## src/rtl/rgbw_out_sched.sv

```systemverilog
// rtl/rgbw_out_sched.sv - pops GRB words from a FWFT FIFO and feeds a serial LED encoder
// one bit (or one latch request) per handshake, with optional white-channel extraction.
module rgbw_out_sched #(
  parameter int EXTRACT_W = 1
) (
  input  logic        clk,
  input  logic        rst,
  input  logic        fifo_empty,
  input  logic [31:0] fifo_word,
  output logic        fifo_rd,
  input  logic        enc_ready,
  output logic        out_bit_strobe,
  output logic        out_bit_value,
  output logic        out_latch_strobe,
  output logic        busy,
  output logic [15:0] pix_count,
  output logic        err_invalid
);

  localparam logic [2:0] S_IDLE   = 3'd0;
  localparam logic [2:0] S_DECODE = 3'd1;
  localparam logic [2:0] S_SEND   = 3'd2;
  localparam logic [2:0] S_GAP    = 3'd3;
  localparam logic [2:0] S_LATCH  = 3'd4;

  logic [2:0]  state;
  logic [25:0] word_q;     // {valid, stream_reset, G, R, B}
  logic [31:0] shreg;
  logic [4:0]  bit_cnt;
  logic        latch_gap;
  logic        armed;
  logic [7:0]  ch_g, ch_r, ch_b, ch_w;
  logic [31:0] pixel_bits;
  logic        unused_bits;

  assign unused_bits = ^fifo_word[29:24];

  always_comb begin
    ch_g = word_q[23:16];
    ch_r = word_q[15:8];
    ch_b = word_q[7:0];
    ch_w = 8'h00;
    if (EXTRACT_W != 0) begin
      ch_w = (ch_g < ch_r) ? ch_g : ch_r;
      if (ch_b < ch_w) ch_w = ch_b;
    end
    // W is never larger than any channel, so these never wrap; W = 0 gives {G,R,B,0}.
    pixel_bits = {ch_g - ch_w, ch_r - ch_w, ch_b - ch_w, ch_w};
  end

  // armed delays the first pop until the second edge after reset release.
  assign fifo_rd          = (state == S_IDLE) && !fifo_empty && armed;
  assign out_bit_strobe   = (state == S_SEND) && enc_ready;
  assign out_bit_value    = out_bit_strobe && shreg[31];
  assign out_latch_strobe = (state == S_LATCH) && enc_ready;
  assign busy             = (state != S_IDLE);

  always_ff @(posedge clk or posedge rst) begin
    if (rst) begin
      state       <= S_IDLE;
      word_q      <= 26'd0;
      shreg       <= 32'd0;
      bit_cnt     <= 5'd0;
      latch_gap   <= 1'b0;
      armed       <= 1'b0;
      pix_count   <= 16'd0;
      err_invalid <= 1'b0;
    end else begin
      armed <= 1'b1;
      case (state)
        S_IDLE: begin
          if (fifo_rd) begin
            word_q <= {fifo_word[31:30], fifo_word[23:0]};
            state  <= S_DECODE;
          end
        end
        S_DECODE: begin
          latch_gap <= 1'b0;
          if (!word_q[25]) begin
            err_invalid <= 1'b1;
            state       <= S_IDLE;
          end else if (word_q[24]) begin
            state <= S_LATCH;
          end else begin
            shreg   <= pixel_bits;
            bit_cnt <= 5'd31;
            state   <= S_SEND;
          end
        end
        S_SEND: begin
          if (enc_ready) begin
            shreg <= {shreg[30:0], 1'b0};
            state <= S_GAP;
          end
        end
        S_GAP: begin
          if (bit_cnt == 5'd0) begin
            if (!latch_gap && pix_count != 16'hFFFF) pix_count <= pix_count + 16'd1;
            latch_gap <= 1'b0;
            state     <= S_IDLE;
          end else begin
            bit_cnt <= bit_cnt - 5'd1;
            state   <= S_SEND;
          end
        end
        S_LATCH: begin
          if (enc_ready) begin
            pix_count <= 16'd0;
            bit_cnt   <= 5'd0;
            latch_gap <= 1'b1;
            state     <= S_GAP;
          end
        end
        default: state <= S_IDLE;
      endcase
    end
  end

endmodule

```

## config.mk

```make
export PLATFORM = sky130hd
export DESIGN_NAME = rgbw_out_sched
export DESIGN_NICKNAME = d
export VERILOG_FILES = /design/src/rtl/rgbw_out_sched.sv
export SDC_FILE = /design/constraint.sdc
export NUM_CORES = 1
export LEC_CHECK = 0
export ABC_AREA = 1
export BUFFER_PORTS_ARGS = -buffer_cell sky130_fd_sc_hd__buf_4
export CAP_MARGIN = 15
export CORE_UTILIZATION = 60
export DETAILED_ROUTE_END_ITERATION = 8
export PLACE_DENSITY = 0.78
export SLEW_MARGIN = 30
export SYNTH_ARGS = -nofsm -noshare
export SYNTH_HDL_FRONTEND = slang
export SYNTH_SLANG_ARGS = --single-unit
export TNS_END_PERCENT = 10
```

## constraint.sdc

```tcl
create_clock -name clk -period 4.6 [get_ports clk]
set_input_delay 0.46 -clock clk [delete_from_list [all_inputs] [get_ports clk]]
set_output_delay 0.46 -clock clk [all_outputs]
set_load 0.02 [all_outputs]
```

==> impl_metrics.yaml, run 1 <==
sta:
  finalSetupViolations: 0
  slew_headroom_pct: 44.5
  rsz0062_at_grt: "no"
  hold_viol: 0
  timing.fmax_mhz: 238
  tightest_slew_ps: 832
  final.setup.tns_ps: 0
  skew_ps: 13.4
  finalCritPeriodShare_pct: 91.3
  drv_slew: 0
  layout_min_cycle_time_ps: 4200
clock_network:
  postCtsResizedCells: 0
  max-clock-path-buffers: 2
  cts_buffers: 9
  clock-sinks: 85
  postCtsSetupBuffers: 0
  htreeDepth: 3
  tritoncts: "done"
  cts_root_buf: "clkbuf_8"
  path_clk_slew_ps: 100
  clk_latency_ps: 360
  cts_hold_buf: 0
critical_path:
  worstSetupEndpointType: "register"
  r2r-start: "word_q[11]"
  required_ps: 4850
  crit_type: "reg2reg"
  cp-start-kind: "register"
  regToRegSetupSlack_ps: 400
  crit_fanout: 14
  r2r_end: "shreg[31]"
  crit_arrival_ps: 4450
  reg2regPathDepth: 26
route:
  drc: 0
  first_pass_iters: 5
  vias: 5292
  wirelength_um: 13500
  avgViaCountPerCell: 5.30
  drtIter0Drc: 254
  wl_per_cell_um: 13.5
  ant_nets: 0
finish:
  nNetsFinal: 925
  diodes: 0
  layout_commonest_cell: "nand2_1"
  fill_cells: 825
  drive_gt1_share_pct: 14.8
  syn_to_final_growth_pct: 12.8
  final_cell_mix: "nand2_1, inv_1, dfrtp_1"
yosys:
  ys_ff_latch: 85
  synth_cell_types: 40
  yosysTopAreaCellShare_pct: 37.3
  syn_inst: 815
  synth_area_per_cell_um2: 7.00
  synthesis.area_mm2: 0.00570
  ys_top_cells_by_area: "dfrtp_1, nand2_1, inv_1, o21ai_0, ha_1"
  ys_seq_area_share_pct: 37.3
  netlist.top_cell.by_area: "dfrtp_1"
  ys_warn_count: 0
  synth_fp_nets: 875
floorplanning:
  core_area_mm2: 0.00924
  dieHeight_um: 99.5
  die_w_um: 99.5
  initial_core_util_pct: 61.7
  ios: 58
  die_area_mm2: 0.00990
  row_count: 35
flow_run:
  drv_cap: 0
global_route:
  grt.overflow.total: 0
  grt_pass1_vias: 5337
  grt_pass1_wl_um: 23500
  grtUsageTotal_pct: 29.9
  grt_max_degree: 52
  antenna_found_initial: 0
status:
  outcome: "completed"
place:
  gp_congestion: 0.958
  portBuffers: 51
  dpl.hpwl_um: 10400
worst_hold_path:
  hp-class: "in2async"
-- synthesized netlist by cell type (all sizes together) --
library cell,n
nand2,253
inv,122
dfrtp,85
o21ai,81
nand3,70
nor2,65
a21oi,31
ha,24
nor3,14
clkbuf,13
buf,9
o211ai,9
nand4,8
xnor2,5
xor2,5
o21bai,4
a221oi,3
o22ai,3
or2,2
a211oi,1
a21boi,1
a31o,1
and3,1
conb,1
nand3b,1
nor4,1
o2111ai,1
o21a,1
-- state kept, by name (all words and copies together), names as in the netlist --
| name | cells |
|---|---|
| shreg | 32 |
| err_invalid | 1 |
| armed | 1 |
| latch_gap | 1 |
| state | 3 |
| pix_count | 16 |
| word_q | 26 |
| bit_cnt | 5 |
-- metal layers --
layer,track usage (%),routed length [um],up-vias
met3,3.87,428,23
met1,36.9,5990,2461
met4,9.16,255,0
li1,-,-,2701
met2,54.4,6800,107
met5,0,0,-
-- worst max-delay path, cell delays in order (launching register included) --
cell and delay [ps]:
dfrtp_1 470, inv_1 160, ha_1 340, a21oi_1 160, nand2_2 90, nand2_4 90, nand2_4 120, o21ai_2 200
inv_1 80, ha_1 290, a21oi_1 140, nor2_1 60, a211oi_2 270, nand2_4 120, buf_4 210, nand2_1 60
o21ai_0 80, buf_4 170, ha_1 310, inv_1 80, o21bai_1 80, nor2_1 160, nand2_1 70, nand2_1 50
nand3_1 90, nand2_1 90, nand2_1 50
-- cells by family (layout without fill, tap and decap cells) --
kind of cell / count (synthesis) / in the layout / share of synthesized area [%]
compound gates: 136 / 136 / 13.3
simple gates: 415 / 415 / 32.6
flops: 85 / 85 / 37.3
other cells: 1 / 1 / 0.0658
buf+inv: 144 / 199 / 9.94
fa+ha+maj: 24 / 24 / 5.27
xor+xnor: 10 / 10 / 1.54
-- how the worst max path moves through the flow --
stage / endpoint / slack, ps / from
3_5_place_dp: shreg[31] / 380 / word_q[11]
4_1_cts: shreg[31] / 340 / word_q[11]
3_3_place_gp: shreg[31] / 480 / word_q[15]
6_report: shreg[31] / 400 / word_q[11]
5_1_grt: shreg[31] / 8 / word_q[11]
2_1_floorplan: shreg[14] / 400 / word_q[11]
-- through the flow --
stage          setup WS (ps)  cell area [um^2]  hold slack (ps)  std cells  util (%)
2_1_floorplan            404              5700              441        815         -
3_3_place_gp             480              6230              451        983      67.4
3_5_place_dp             380              6230              451        983      67.4
4_1_cts                  340              6430              286        999      69.6
5_1_grt                 7.77              6430              247        999      69.6
6_report                 399              6430              194        999      69.6
-- final cells by class --
class	instances	area [um^2]	share of cell area [%]
Clock buffer	10	128	1.98
Timing Repair Buffer	61	458	7.12
Inverter	122	460	7.16
Multi-Input combinational cell	586	3030	47.1
Sequential cell	85	2130	33.1
Tap cell	129	161	2.51
Clock inverter	6	70.1	1.09
Power of run 1 is not shown: default switching activity piles up to over one toggle a cycle in this logic, so the estimate is an artifact.
==> run 2, diff against run 1 <==
--- a/config.mk
+++ b/config.mk
@@ -11,5 +11,5 @@
 export CORE_UTILIZATION = 60
 export DETAILED_ROUTE_END_ITERATION = 8
-export PLACE_DENSITY = 0.78
+export PLACE_DENSITY = 0.81
 export SLEW_MARGIN = 30
 export SYNTH_ARGS = -nofsm -noshare
==> constraint.sdc (replaced) <==
create_clock -name clk -period 4.6 [get_ports clk]
set_input_delay 0.46 -clock clk [delete_from_list [all_inputs] [get_ports clk]]
set_output_delay 0.46 -clock clk [all_outputs]
set_load 0.01 [all_outputs]
==> run 2 against run 1 <==
Register-to-register slack worse by 180 ps. Via count is 2.2% higher. Non-clock buffer count fell by 1. Final cell count decreased by 0.20%. Critical endpoint is now shreg[20]. Global-route usage up 0.62 points. Die area unchanged. Critical path type unchanged. Maximum frequency down 4.2%.
==> impl_metrics.yaml, run 2 (synthesized netlist as in run 1, its figures left out) <==
critical_path:
  required_ps: 4830
  crit_fanout: 14
  crit_start: "word_q[13]"
  cp_slowest_cell: "dfrtp_1"
  regToRegSetupSlack_ps: 210
  crit_type: "reg2reg"
  crit_arrival_ps: 4620
  cp-start-kind: "register"
  worstSetupEndpointType: "register"
  r2r_end: "shreg[20]"
  reg2regPathDepth: 26
  r2r-start: "word_q[13]"
  crit_path_max_incr_delay_ps: 410
route:
  wl_per_cell_um: 14.2
  vias: 5408
  avgViaCountPerCell: 5.42
  wirelength_um: 14100
  drc: 0
  first_pass_iters: 6
  drtIter0Drc: 387
  ant_nets: 0
floorplanning:
  ios: 58
  core_area_mm2: 0.00924
  initial_core_util_pct: 61.7
  die_area_mm2: 0.00990
  die_w_um: 99.5
  row_count: 35
  dieHeight_um: 99.5
sta:
  hold_viol: 0
  finalCritPeriodShare_pct: 95.3
  final.setup.tns_ps: 0
  finalSetupViolations: 0
  rsz0062_at_grt: "no"
  skew_ps: 14.6
  layout_min_cycle_time_ps: 4390
  drv_slew: 0
  slew_headroom_pct: 46.8
  timing.fmax_mhz: 228
  tightest_slew_ps: 797
  fin_hold_ws_ps: 211
worst_hold_path:
  hp-class: "in2async"
finish:
  final_cell_mix: "nand2_1, inv_1, dfrtp_1"
  reg_top3: "shreg: 32 flops, word_q: 26 flops, pix_count: 16 flops"
  fill_cells: 800
  largest_reg_flops: 32
  multi_input_area_mm2: 0.00302
  layout_commonest_cell: "nand2_1"
  syn_to_final_growth_pct: 12.8
  nNetsFinal: 924
  seqCellArea_mm2: 0.00213
  regMostFlops: "shreg"
  diodes: 0
  drive_gt1_share_pct: 14.5
global_route:
  grtUsageTotal_pct: 30.5
  grt_max_degree: 45
  antenna_found_initial: 0
  grt_pass1_vias: 4953
  grt_pass1_wl_um: 23600
  grt.overflow.total: 0
clock_network:
  htreeDepth: 3
  clock-sinks: 85
  cts_buffers: 9
  cts_root_buf: "clkbuf_8"
  postCtsSetupBuffers: 0
  tritoncts: "done"
  path_clk_slew_ps: 100
  clk_latency_ps: 370
  max-clock-path-buffers: 2
place:
  portBuffers: 51
  gp_congestion: 0.984
  dpl.hpwl_um: 10700
flow_run:
  drv_cap: 0
status:
  outcome: "completed"
==> run 2: metrics by stage <==
stage	cell area (um^2)	worst slack (ps)	utilization [%]	cells
after CTS	6430	150	69.6	997
after global placement	6220	248	67.3	982
after global routing	6430	0.378	69.6	997
final	6430	215	69.6	997
after floorplan	5700	404	-	815
after detailed placement	6220	169	67.3	982
==> run 2: area by class of cell <==
type,instances,area share (%)
multi-input cells,586,47.0
well taps,129,2.51
clock buffers,10,1.98
flip-flops and latches,85,33.1
inverters,122,7.14
clock inverters,5,1.30
repair buffers,60,7.00
==> run 2: worst max path at each step <==
stage,end,cells after the start
finish,shreg[20],26
CTS,shreg[20],24
floorplan,shreg[14],26
detailed placement,shreg[12],23
global placement,shreg[14],23
global route,shreg[20],24
==> run 2: timing repair <==
| action | 4_1_cts | 5_1_grt |
|---|---|---|
| setup endpoints to repair | 0 | 9 |
| resized for setup | 0 | 1 |
| hold buffers | 0 | 0 |
==> run 2: per-layer routing <==
metal	share of wire [%]	wire, um	vias to the layer above	global-route usage (%)
met3	4.6	652	19	3.58
li1	-	-	2702	-
met5	0	0	-	0
met4	1.8	257	0	9.62
met2	47	6620	167	50.1
met1	47	6590	2520	42.5
==> run 2: worst max-delay path: cells and delay by family, from the launching register on <==
kind	cells	cell delay, ps
AOI/OAI and AO/OA	7	1430
adders and majority gates	3	750
DFF	1	410
buffers and inverters	6	690
and+or+nand+nor	10	940
Power of run 2 is left out for the same reason.
==> run 3, diff against run 2 <==
Settings changed: CORE_UTILIZATION 60 to 30, PLACE_DENSITY 0.81 to default.
==> run 3 against run 2 <==
Clock skew down 6.2 ps. First-iteration DRC count down 44%. Routed wire length shrank 0.91%. Via count fell by 4.1%. Sequential share of layout area is 1.3 points lower. Flip-flop and latch count did not move. Worst setup slack gained 120 ps. Die area is 98% higher. Hold slack got worse by 92 ps. Highest routed layer unchanged.
==> impl_metrics.yaml, run 3 (synthesized netlist as in run 1, its figures left out) <==
sta:
  tightest_slew_ps: 869
  drv_slew: 0
  hold_viol: 0
  layout_min_cycle_time_ps: 4260
  final.setup.tns_ps: 0
  slew_headroom_pct: 42.0
  skew_ps: 8.41
  finalCritPeriodShare_pct: 92.6
  rsz0062_at_grt: "no"
  timing.fmax_mhz: 235
  finalSetupViolations: 0
finish:
  nNetsFinal: 925
  seqCellArea_mm2: 0.00213
  drive_gt1_share_pct: 14.9
  layout_commonest_cell: "nand2_1"
  reg_top3: "shreg: 32 flops, word_q: 26 flops, pix_count: 16 flops"
  final_cell_mix: "nand2_1, inv_1, dfrtp_1"
  syn_to_final_growth_pct: 17.5
  diodes: 0
  multi_input_area_mm2: 0.00303
  largest_reg_flops: 32
  fill_cells: 2025
  regMostFlops: "shreg"
clock_network:
  cts_buffers: 9
  htreeDepth: 3
  path_clk_slew_ps: 70
  tritoncts: "done"
  max-clock-path-buffers: 2
  clock-sinks: 85
  postCtsSetupBuffers: 0
  clk_latency_ps: 360
  cts_root_buf: "clkbuf_16"
place:
  portBuffers: 51
  gp_congestion: 0.889
  dpl.hpwl_um: 10600
floorplanning:
  initial_core_util_pct: 30.6
  die_w_um: 140
  dieHeight_um: 140
  ios: 58
  row_count: 50
  core_area_mm2: 0.0186
  die_area_mm2: 0.0196
critical_path:
  crit_type: "reg2reg"
  regToRegSetupSlack_ps: 340
  reg2regPathDepth: 27
  crit_fanout: 14
  worstSetupEndpointType: "register"
  required_ps: 4810
  cp-start-kind: "register"
  crit_arrival_ps: 4470
route:
  first_pass_iters: 4
  wirelength_um: 14000
  wl_per_cell_um: 12.7
  avgViaCountPerCell: 4.70
  vias: 5184
  ant_nets: 0
  drtIter0Drc: 217
  drc: 0
flow_run:
  drv_cap: 0
global_route:
  grtUsageTotal_pct: 15.5
  grt.overflow.total: 0
  grt_pass1_vias: 4980
  grt_pass1_wl_um: 24200
  antenna_found_initial: 0
  grt_max_degree: 58
status:
  outcome: "completed"
worst_hold_path:
  hp-class: "in2async"
==> run 3: cell count changes in the layout (fill, tap and decap cells not counted), moves of 2 or more <==
| cell | before | now |
|---|---|---|
| clkbuf_16 | 0 | 9 |
| clkbuf_8 | 9 | 0 |
| o21ai_1 | 7 | 5 |
| inv_8 | 0 | 2 |
| clkinv_4 | 0 | 3 |
==> run 3: final timing paths <==
check | from | end
hold reg to reg | err_invalid | err_invalid
setup reg to reg | word_q[15] | shreg[20]
setup / recovery | word_q[15] | shreg[20]
min in group clk | fifo_word[16] | word_q[16]
hold / removal | rst | pix_count[7]
max in group asynchronous | rst | word_q[11]
==> run 3: repair_timing <==
item | CTS | global route
endpoints found under the setup margin | 0 | 2
gates resized for setup | 0 | 1
hold buffers | 0 | 0
==> run 3: final cells by class <==
class / instances / area share (%)
repair buffers: 61 / 6.83
clock inverters: 7 / 1.61
inverters: 122 / 6.91
well taps: 234 / 4.37
multi-input cells: 586 / 45.2
clock buffers: 9 / 3.36
flip-flops and latches: 85 / 31.7
==> run 3: layer usage <==
| metal | share of wire, % | global-route usage, % |
|---|---|---|
| met1 | 50 | 20.8 |
| met3 | 3.7 | 2.79 |
| met5 | 0 | 0 |
| met2 | 45 | 25.2 |
| met4 | 1.6 | 5.09 |
==> run 3: per-stage QoR <==
stage                     hold WS, ps  util, %  std cells  cell area [um^2]  worst slack, ps
after CTS                         159     35.9       1104              6700              252
after detailed placement          454     34.1       1088              6360              290
final                             120     35.9       1104              6700              339
after floorplan                   441        -        815              5700              404
after global routing              170     35.9       1104              6700             42.4
after global placement            458     34.1       1088              6360              381
==> run 3: critical path, cell delays in order (launching register included) <==
cell	delay [ps]
dfrtp_1	370
inv_1	70
ha_1	320
nand2_1	70
inv_1	30
nor2_1	90
o21a_2	230
nand2_4	150
o21ai_2	210
inv_1	90
ha_1	290
a21oi_1	130
nor2_1	60
a211oi_2	260
nand2_4	180
o21ai_0	280
buf_4	180
ha_1	160
inv_1	50
ha_1	170
inv_1	50
nand2_1	110
a21oi_1	200
inv_1	60
nand2_1	50
nand3_1	90
nand2_1	80
o21ai_1	60
Power of run 3 is left out for the same reason.
